### src/rtl/qos_emisor.sv
`default_nettype none
// ============================================================================
// Module      : qos_emisor
// Description : Upstream transmitter for the qos ingress. Holds one word per
//               virtual channel, arbitrates round-robin among eligible VCs,
//               honours pausa/continuar flow control and retransmits words
//               rejected through error_full.
// Revision    : 1.0 - initial release
// ============================================================================
module qos_emisor #(
  parameter int QUEUE_QUANTITY = 4,
  parameter int BUF_WIDTH      = 3,
  parameter int CNT_BITS       = 16
) (
  input  logic                                     clk,
  input  logic                                     rst,
  input  logic                                     enb,
  input  logic [QUEUE_QUANTITY-1:0]                src_valid,
  input  logic [QUEUE_QUANTITY*(BUF_WIDTH+1)-1:0]  src_data,
  output logic [QUEUE_QUANTITY-1:0]                src_ready,
  input  logic [QUEUE_QUANTITY-1:0]                pausa,
  input  logic [QUEUE_QUANTITY-1:0]                continuar,
  input  logic [QUEUE_QUANTITY-1:0]                error_full,
  output logic                                     push,
  output logic [$clog2(QUEUE_QUANTITY)-1:0]        vc_id,
  output logic [BUF_WIDTH:0]                       data_word,
  output logic [QUEUE_QUANTITY-1:0]                vc_pausado,
  output logic                                     idle,
  output logic [CNT_BITS-1:0]                      words_sent
);

  localparam int c_DW = BUF_WIDTH + 1;
  localparam int c_VW = $clog2(QUEUE_QUANTITY);

  // Per-VC holding slot life cycle
  typedef enum logic [1:0] {
    VACIO    = 2'd0,
    LLENO    = 2'd1,
    ENVIADO  = 2'd2,
    CONFIRMA = 2'd3
  } slot_e;

  slot_e                     slot_q [QUEUE_QUANTITY];
  slot_e                     slot_d [QUEUE_QUANTITY];
  logic [c_DW-1:0]           data_q [QUEUE_QUANTITY];
  logic [c_DW-1:0]           data_d [QUEUE_QUANTITY];
  logic [QUEUE_QUANTITY-1:0] pausado_q, pausado_d;
  logic [c_VW-1:0]           ptr_q, ptr_d;
  logic                      push_q;
  logic [c_VW-1:0]           vc_id_q;
  logic [c_DW-1:0]           data_word_q;
  logic [CNT_BITS-1:0]       words_sent_q;

  logic [QUEUE_QUANTITY-1:0] w_cand;
  logic                      w_grant_any;
  logic [c_VW-1:0]           w_grant_vc;
  logic [c_VW-1:0]           w_idx;
  logic                      w_confirm;

  // A VC competes only while it holds an unsent word, is not paused and enb is high
  always_comb begin
    w_cand = '0;
    for (int v = 0; v < QUEUE_QUANTITY; v++) begin
      w_cand[v] = enb && (slot_q[v] == LLENO) && !pausado_q[v];
    end
  end

  // Round-robin search starting at the pointer, ascending with wrap
  always_comb begin
    w_grant_any = 1'b0;
    w_grant_vc  = '0;
    w_idx       = '0;
    ptr_d       = ptr_q;
    for (int i = 0; i < QUEUE_QUANTITY; i++) begin
      w_idx = c_VW'((int'(ptr_q) + i) % QUEUE_QUANTITY);
      if (!w_grant_any && w_cand[w_idx]) begin
        w_grant_any = 1'b1;
        w_grant_vc  = w_idx;
      end
    end
    if (w_grant_any) begin
      ptr_d = c_VW'((int'(w_grant_vc) + 1) % QUEUE_QUANTITY);
    end
  end

  // Slot next-state, data capture, pause flags and confirm detection
  always_comb begin
    pausado_d = pausado_q;
    w_confirm = 1'b0;
    for (int v = 0; v < QUEUE_QUANTITY; v++) begin
      slot_d[v] = slot_q[v];
      data_d[v] = data_q[v];
    end
    for (int v = 0; v < QUEUE_QUANTITY; v++) begin
      // pausa dominates continuar when both arrive together
      if (pausa[v]) begin
        pausado_d[v] = 1'b1;
      end else if (continuar[v]) begin
        pausado_d[v] = 1'b0;
      end
      case (slot_q[v])
        VACIO: begin
          if (src_valid[v]) begin
            slot_d[v] = LLENO;
            data_d[v] = src_data[v*c_DW +: c_DW];
          end
        end
        LLENO: begin
          if (w_grant_any && (w_grant_vc == c_VW'(v))) begin
            slot_d[v] = ENVIADO;
          end
        end
        ENVIADO: begin
          slot_d[v] = CONFIRMA;
        end
        CONFIRMA: begin
          if (error_full[v]) begin
            // Rejected word stays held and the VC waits for continuar
            slot_d[v]    = LLENO;
            pausado_d[v] = 1'b1;
          end else begin
            slot_d[v] = VACIO;
            w_confirm = 1'b1;
          end
        end
        default: slot_d[v] = VACIO;
      endcase
    end
  end

  // Slot, pause flag and arbiter pointer registers
  always_ff @(posedge clk or negedge rst) begin
    if (!rst) begin
      for (int v = 0; v < QUEUE_QUANTITY; v++) begin
        slot_q[v] <= VACIO;
        data_q[v] <= '0;
      end
      pausado_q <= '0;
      ptr_q     <= '0;
    end else begin
      for (int v = 0; v < QUEUE_QUANTITY; v++) begin
        slot_q[v] <= slot_d[v];
        data_q[v] <= data_d[v];
      end
      pausado_q <= pausado_d;
      ptr_q     <= ptr_d;
    end
  end

  // Registered ingress interface and confirmed-word counter
  always_ff @(posedge clk or negedge rst) begin
    if (!rst) begin
      push_q       <= 1'b0;
      vc_id_q      <= '0;
      data_word_q  <= '0;
      words_sent_q <= '0;
    end else begin
      push_q <= w_grant_any;
      if (w_grant_any) begin
        vc_id_q     <= w_grant_vc;
        data_word_q <= data_q[w_grant_vc];
      end
      words_sent_q <= words_sent_q + {{(CNT_BITS-1){1'b0}}, w_confirm};
    end
  end

  // Ready and idle status derived from registered state
  always_comb begin
    src_ready = '0;
    for (int v = 0; v < QUEUE_QUANTITY; v++) begin
      src_ready[v] = (slot_q[v] == VACIO);
    end
    idle = (&src_ready) && !push_q;
  end

  assign push       = push_q;
  assign vc_id      = vc_id_q;
  assign data_word  = data_word_q;
  assign vc_pausado = pausado_q;
  assign words_sent = words_sent_q;

endmodule
`default_nettype wire

### config.mk
export PLATFORM = sky130hd
export DESIGN_NAME = qos_emisor
export DESIGN_NICKNAME = d
export VERILOG_FILES = /design/src/rtl/qos_emisor.sv
export SDC_FILE = /design/constraint.sdc
export NUM_CORES = 1
export LEC_CHECK = 0
export BUFFER_PORTS_ARGS = -buffer_cell sky130_fd_sc_hd__buf_4
export CAP_MARGIN = 20
export CORE_ASPECT_RATIO = 2
export CORE_MARGIN = 5
export CORE_UTILIZATION = 53
export CTS_BUF_LIST = sky130_fd_sc_hd__clkbuf_2 sky130_fd_sc_hd__clkbuf_4 sky130_fd_sc_hd__clkbuf_8
export DETAILED_ROUTE_END_ITERATION = 16
export GPL_TIMING_DRIVEN = 1
export PLACE_DENSITY_LB_ADDON = 0.2
export SYNTH_ARGS = -nofsm -noshare
export SYNTH_HDL_FRONTEND = slang
export SYNTH_SLANG_ARGS = --single-unit
### constraint.sdc
create_clock -name clk -period 3.08 [get_ports clk]
set_clock_uncertainty 0.2 [all_clocks]
set_input_delay 0.924 -clock clk [delete_from_list [all_inputs] [get_ports clk]]
set_output_delay 0.924 -clock clk [all_outputs]
set_load 0.05 [all_outputs]
=== Word-level counts from Yosys, hierarchy flattened ===
Index checks and enable logic that the tools add are counted.

* Bits of input ports: 35
* Word-level logic and storage cells: 145
* Output and inout port bits: 32
* Register bits after elaboration: 53

* Reductions and logical operators: 38
* Bitwise gates (word level): 1
* $lt $le $gt $ge: 5
* $add $sub $neg: 5
* Eq/ne operators: 23
* Muxes and demuxes: 59

{| class="wikitable"
|+ Operator list
! cell !! count
|-
| two-way mux 1 bit || 36
|-
| case mux 2 bit (4 select lines) || 4
|-
| two-way mux 2 bit || 12
|-
| == test 2 bit, second input constant || 10
|-
| adder 16 x 1 -> 16 bit || 1
|-
| logical AND 1 bit || 16
|-
| AND reduction 2 bit || 8
|-
| less-than comparator 2 x 3 -> 1 bit, second input constant || 4
|-
| == test 2 x 1 -> 1 bit, second input constant || 5
|-
| zero test 2 bit || 5
|-
| binary-select mux 1 bit (select 2 bit) || 4
|-
| binary-select mux 4 bit (select 2 bit) || 1
|-
| zero test 1 bit || 8
|-
| two-way mux 4 bit || 2
|-
| inequality test 2 x 1 -> 1 bit, second input constant || 4
|-
| inequality test 2 bit, second input constant || 4
|-
| adder 2 x 1 -> 2 bit, second input constant || 2
|-
| adder 2 bit, second input constant || 2
|-
| AND reduction 4 bit || 1
|-
| greater-or-equal comparator 3 bit, second input constant || 1
|-
| NOT 2 -> 3 bit || 1
|}

=== Depth between registers and ports, before layout ===
* Depth after elaboration: 19
* Gate-level depth with buffers: 9
* Depth with buffers taken out: 8

=== Least setup slack after synthesis ===
OpenSTA, ideal clock, no wires.

* Path kind: reg-to-output
* Start: register slot_q[4] (netlist name)
* End: output idle
* Arrival time: 1.832 ns
* Cell stages (with the launch flop): 5
* Data required time: 1.956 ns
* Buffers on the path: 0
* Setup slack: 0.124 ns
* Cell sequence: dfrtp_1 inv_1 ha_1 nand4_1 nor2_1

* Longest elaborated chain between the ends: 3

{| class="wikitable"
|+ RTL lines
! item !! line !! source
|-
| start: declaration || 43 || <nowiki>slot_e slot_q [QUEUE_QUANTITY];</nowiki>
|-
| start signal: indexed assignment || 142 || <nowiki>slot_q[v] <= slot_d[v];</nowiki>
|-
| zero test 2 bit || 171 || <nowiki>src_ready[v] = (slot_q[v] == VACIO);</nowiki>
|-
| via src_ready[1] || 20 || <nowiki>output logic [QUEUE_QUANTITY-1:0] src_ready,</nowiki>
|-
| AND reduction 4 bit || 173 || <nowiki>idle = (&src_ready) && !push_q;</nowiki>
|-
| logical AND 1 bit || 173 ||
|-
| end: declaration || 28 || <nowiki>output logic idle,</nowiki>
|}

The timed path passes the listed nets, and every way through them passes these cells.

=== Final worst setup path ===
* Start: register slot_q[2] (netlist name)
* End: output idle

* Longest elaborated chain between the ends: 3

{| class="wikitable"
|+ RTL lines
! item !! line
|-
| zero test 2 bit || 171
|-
| AND reduction 4 bit || 173
|-
| logical AND 1 bit || 173
|}

No other way between the ends.

==> results by group <==
Run status
  – Status: finished, final reports clean

Synthesis
  – Synth warn: 0
  – Sequential fraction of the synthesis area: 0.485
  – Post-synthesis mux area share: 0.109
  – EDFF count, synth: 0
  – Net Count, Synth: 291
  – Synth cell types: 49
  – Register bit count reported by yosys: 53
  – Syn Area/Cell: 11.3 um2
  – Synth Area in Adders: 0.0641
  – Cell area after synthesis: 0.00273 mm2
  – Synth Area in XOR/XNOR: 0.0449
  – Area share of and/or/nand/nor cells after synthesis: 0.107
  – Async S/R FF share, synth: 1.00
  – Compound-Gate Fraction of Synth Area: 0.152
  – Largest family of logic cells by synthesized area: compound AO/OA/AOI/OAI gates
  – Ys flop type: dfrtp_1
  – Mapped Cells: 242

Layout
  – Final net count: 363
  – Fillers: 444
  – FF+latch area: 0.00133 mm2
  – Area of the multi-input gates: 0.00131 mm2
  – Share of cells above drive strength 1: 0.346
  – N_diodes: 0
  – Final Cell Area: 0.00338 mm2
  – Area delta synth->final: 23.6%

Floorplanning
  – IO Count: 67
  – Die ar.: 0.00678 mm2
  – Die height: 112 um
  – Row count: 37
  – Starting Density: 0.537
  – DIE WIDTH: 60.8 um
  – Core Box Area: 0.00509 mm2

Setup path
  – Max FO, Critical Path: 5
  – Worst R2R Path Depth: 8
  – Worst endpoint data arrival time: 1.60 ns
  – Crit end category: output port
  – R2R Setup Slk: 0.63 ns
  – CP required: 1.96 ns
  – CP Launch Type: flop
  – Critical path type: flop to output port

Worst hold path
  – Min-Delay Path Class: flop to flop
  – Hold Path Cell Cnt: 1

Timing
  – Finish-stage setup viols: 0
  – Post-route setup TNS: 0 ns
  – Slew Viols, Final: 0
  – Hold Slack: 0.298 ns
  – Peak Freq: 367 MHz
  – Slew @ Worst Pin: 0.659 ns
  – Fin. Hold Viols: 0
  – Max-slew headroom: 0.560
  – Final Cycle Share: 0.884
  – Fin crit period: 2.72 ns
  – PnR worst setup slack: 0.357 ns
  – RSZ-0062 raised after global routing: no

Global routing
  – Wire length of the first global-routing pass: 10.0 mm
  – Vias in the first global route: 2204
  – GRT Util Overall: 0.192
  – Largest net degree at the start of global routing: 54
  – Total grt overflow: 0
  – Initial antenna violation count: 0

Clock network
  – CTS Buf Count: 5
  – Clock latency on the worst-skew pair: 0.30 ns
  – Htree depth: 2
  – Clock buffer depth: 2
  – Setup bufs post-CTS: 0
  – CTS resizes: 0
  – Clk root buf: clkbuf_8
  – TritonCTS clock tree: done
  – Num Clock Sinks: 53
  – Post-CTS Hold Buffers: 0
  – Clk pin slew, worst setup/hold paths: 0.10 ns

Route
  – Post-route ant nets: 0
  – DRC viols: 0
  – First-pass DRT Iterations: 4
  – Vias per cell: 5.43
  – Total routed wirelength: 6.02 mm
  – WL/cell: 16.1 um
  – DRT iter0 DRCs: 42
  – Via Count: 2027

Placed design
  – Placed Instance Area: 0.00329 mm2
  – Port bufs: 66
  – Dpl hpwl: 4.80 mm
  – DP Worst Slack: 0.274 ns
  – RePlAce Congestion: 0.827

Power and ir drop
  – Pleak: 1.65 nW
  – Maximum vdd ir drop: 0.754 mV
  – Power Density: 1000 mW/mm2

Job
  – MaxCap Viol Count: 0
[cell usage in the layout (no fill, tap or decap), drive strengths merged]
cell and n:
a211oi 4, a21bo 1, a21o 1, a21oi 15, a22oi 1, a2bb2oi 1
a31o 1, a31oi 2, a32oi 1, and2 1, and2b 2, and3 6
buf 68, clkbuf 5, clkinv 2, clkinvlp 1, dfrtp 53, ha 14
inv 21, mux2 20, mux2i 7, nand2 23, nand2b 3, nand3 5
nand4 3, nor2 8, nor2b 3, nor3b 2, o211a 1, o211ai 3
o21ai 12, o221ai 5, o2bb2ai 1, o31ai 3, or2 1, or3 1
xnor2 10, xor2 4
[logic make-up (layout without fill, tap and decap cells)]
kind of cell,Yosys count,after routing
AOI/OAI and AO/OA,52,52
xor gates and xnor gates,14,14
adders and majority gates,14,14
buffers and inverters,24,97
DFF,53,53
muxes,27,27
and+or+nand+nor,58,58
[critical path, cell delays in order, from the launching register on]
cell	delay, ns
dfrtp_1	0.45
inv_1	0.11
ha_1	0.30
nand4_1	0.12
nor2_1	0.11
buf_4	0.20
[routing by layer]
layer  part of all wire  vias to the layer above  GRT usage
li1                   -                      991          -
met4              0.029                        0     0.0854
met3              0.050                       13     0.0290
met5                  0                        -          0
met2               0.56                       49      0.342
met1               0.36                      974      0.213
[flip-flops by register name, indices dropped and copies added, names as in the netlist]
| name | flops |
|---|---|
| slot_q | 8 |
| words_sent | 16 |
| vc_id | 2 |
| data_word | 4 |
| vc_pausado | 4 |
| push | 1 |
| ptr_q | 2 |
| data_q | 16 |
[worst paths after layout]
check                          startpoint        endpoint
min reg2reg                words_sent[15]  words_sent[15]
min                        words_sent[15]  words_sent[15]
min in group asynchronous             rst   vc_pausado[2]
max in group asynchronous             rst      data_q[14]
max                             slot_q[2]            idle
max reg2reg                     slot_q[3]       slot_q[3]
[stage by stage]
stage / power (W) / cells / util
finish: 0.00338 / 373 / 0.664
global route: 0.00362 / 373 / 0.664
CTS: 0.00341 / 373 / 0.664
detailed placement: 0.00303 / 365 / 0.647
global placement: 0.00297 / 365 / 0.647
floorplan: 0.00252 / 242 / -
[cell type report]
cell class | count | share of cell area
Sequential cell | 53 | 0.392
Multi-Input combinational cell | 165 | 0.386
Timing Repair Buffer | 68 | 0.151
Inverter | 21 | 0.0233
Tap cell | 58 | 0.0215
Clock buffer | 5 | 0.0204
Clock inverter | 3 | 0.00518
[report_power, final]
part           switching, W  internal, W
logic               0.00107     0.000726
clock network      0.000231     0.000158
registers          0.000222     0.000974
total               0.00152      0.00186
[cell usage after synthesis (2+ instances only)]
master	instances	area, um2
a211oi_1	2	15.0
a211oi_2	2	25.0
a21oi_1	13	65.1
a21oi_2	2	17.5
and2b_4	2	20.0
and3_1	6	37.5
dfrtp_1	53	1330
ha_1	14	175
inv_1	20	75.1
mux2_1	3	33.8
mux2_2	16	180
mux2i_1	7	70.1
nand2_1	23	86.3
nand2b_1	2	12.5
nand3_1	5	25.0
nand4_1	3	18.8
nor2_1	8	30.0
nor2b_1	3	18.8
nor3b_1	2	15.0
o211ai_1	3	22.5
o21ai_0	8	40.0
o21ai_1	3	15.0
o221ai_1	4	35.0
xnor2_1	10	87.6
xor2_1	4	35.0
Note: power is estimated with default switching activity, not from simulation.
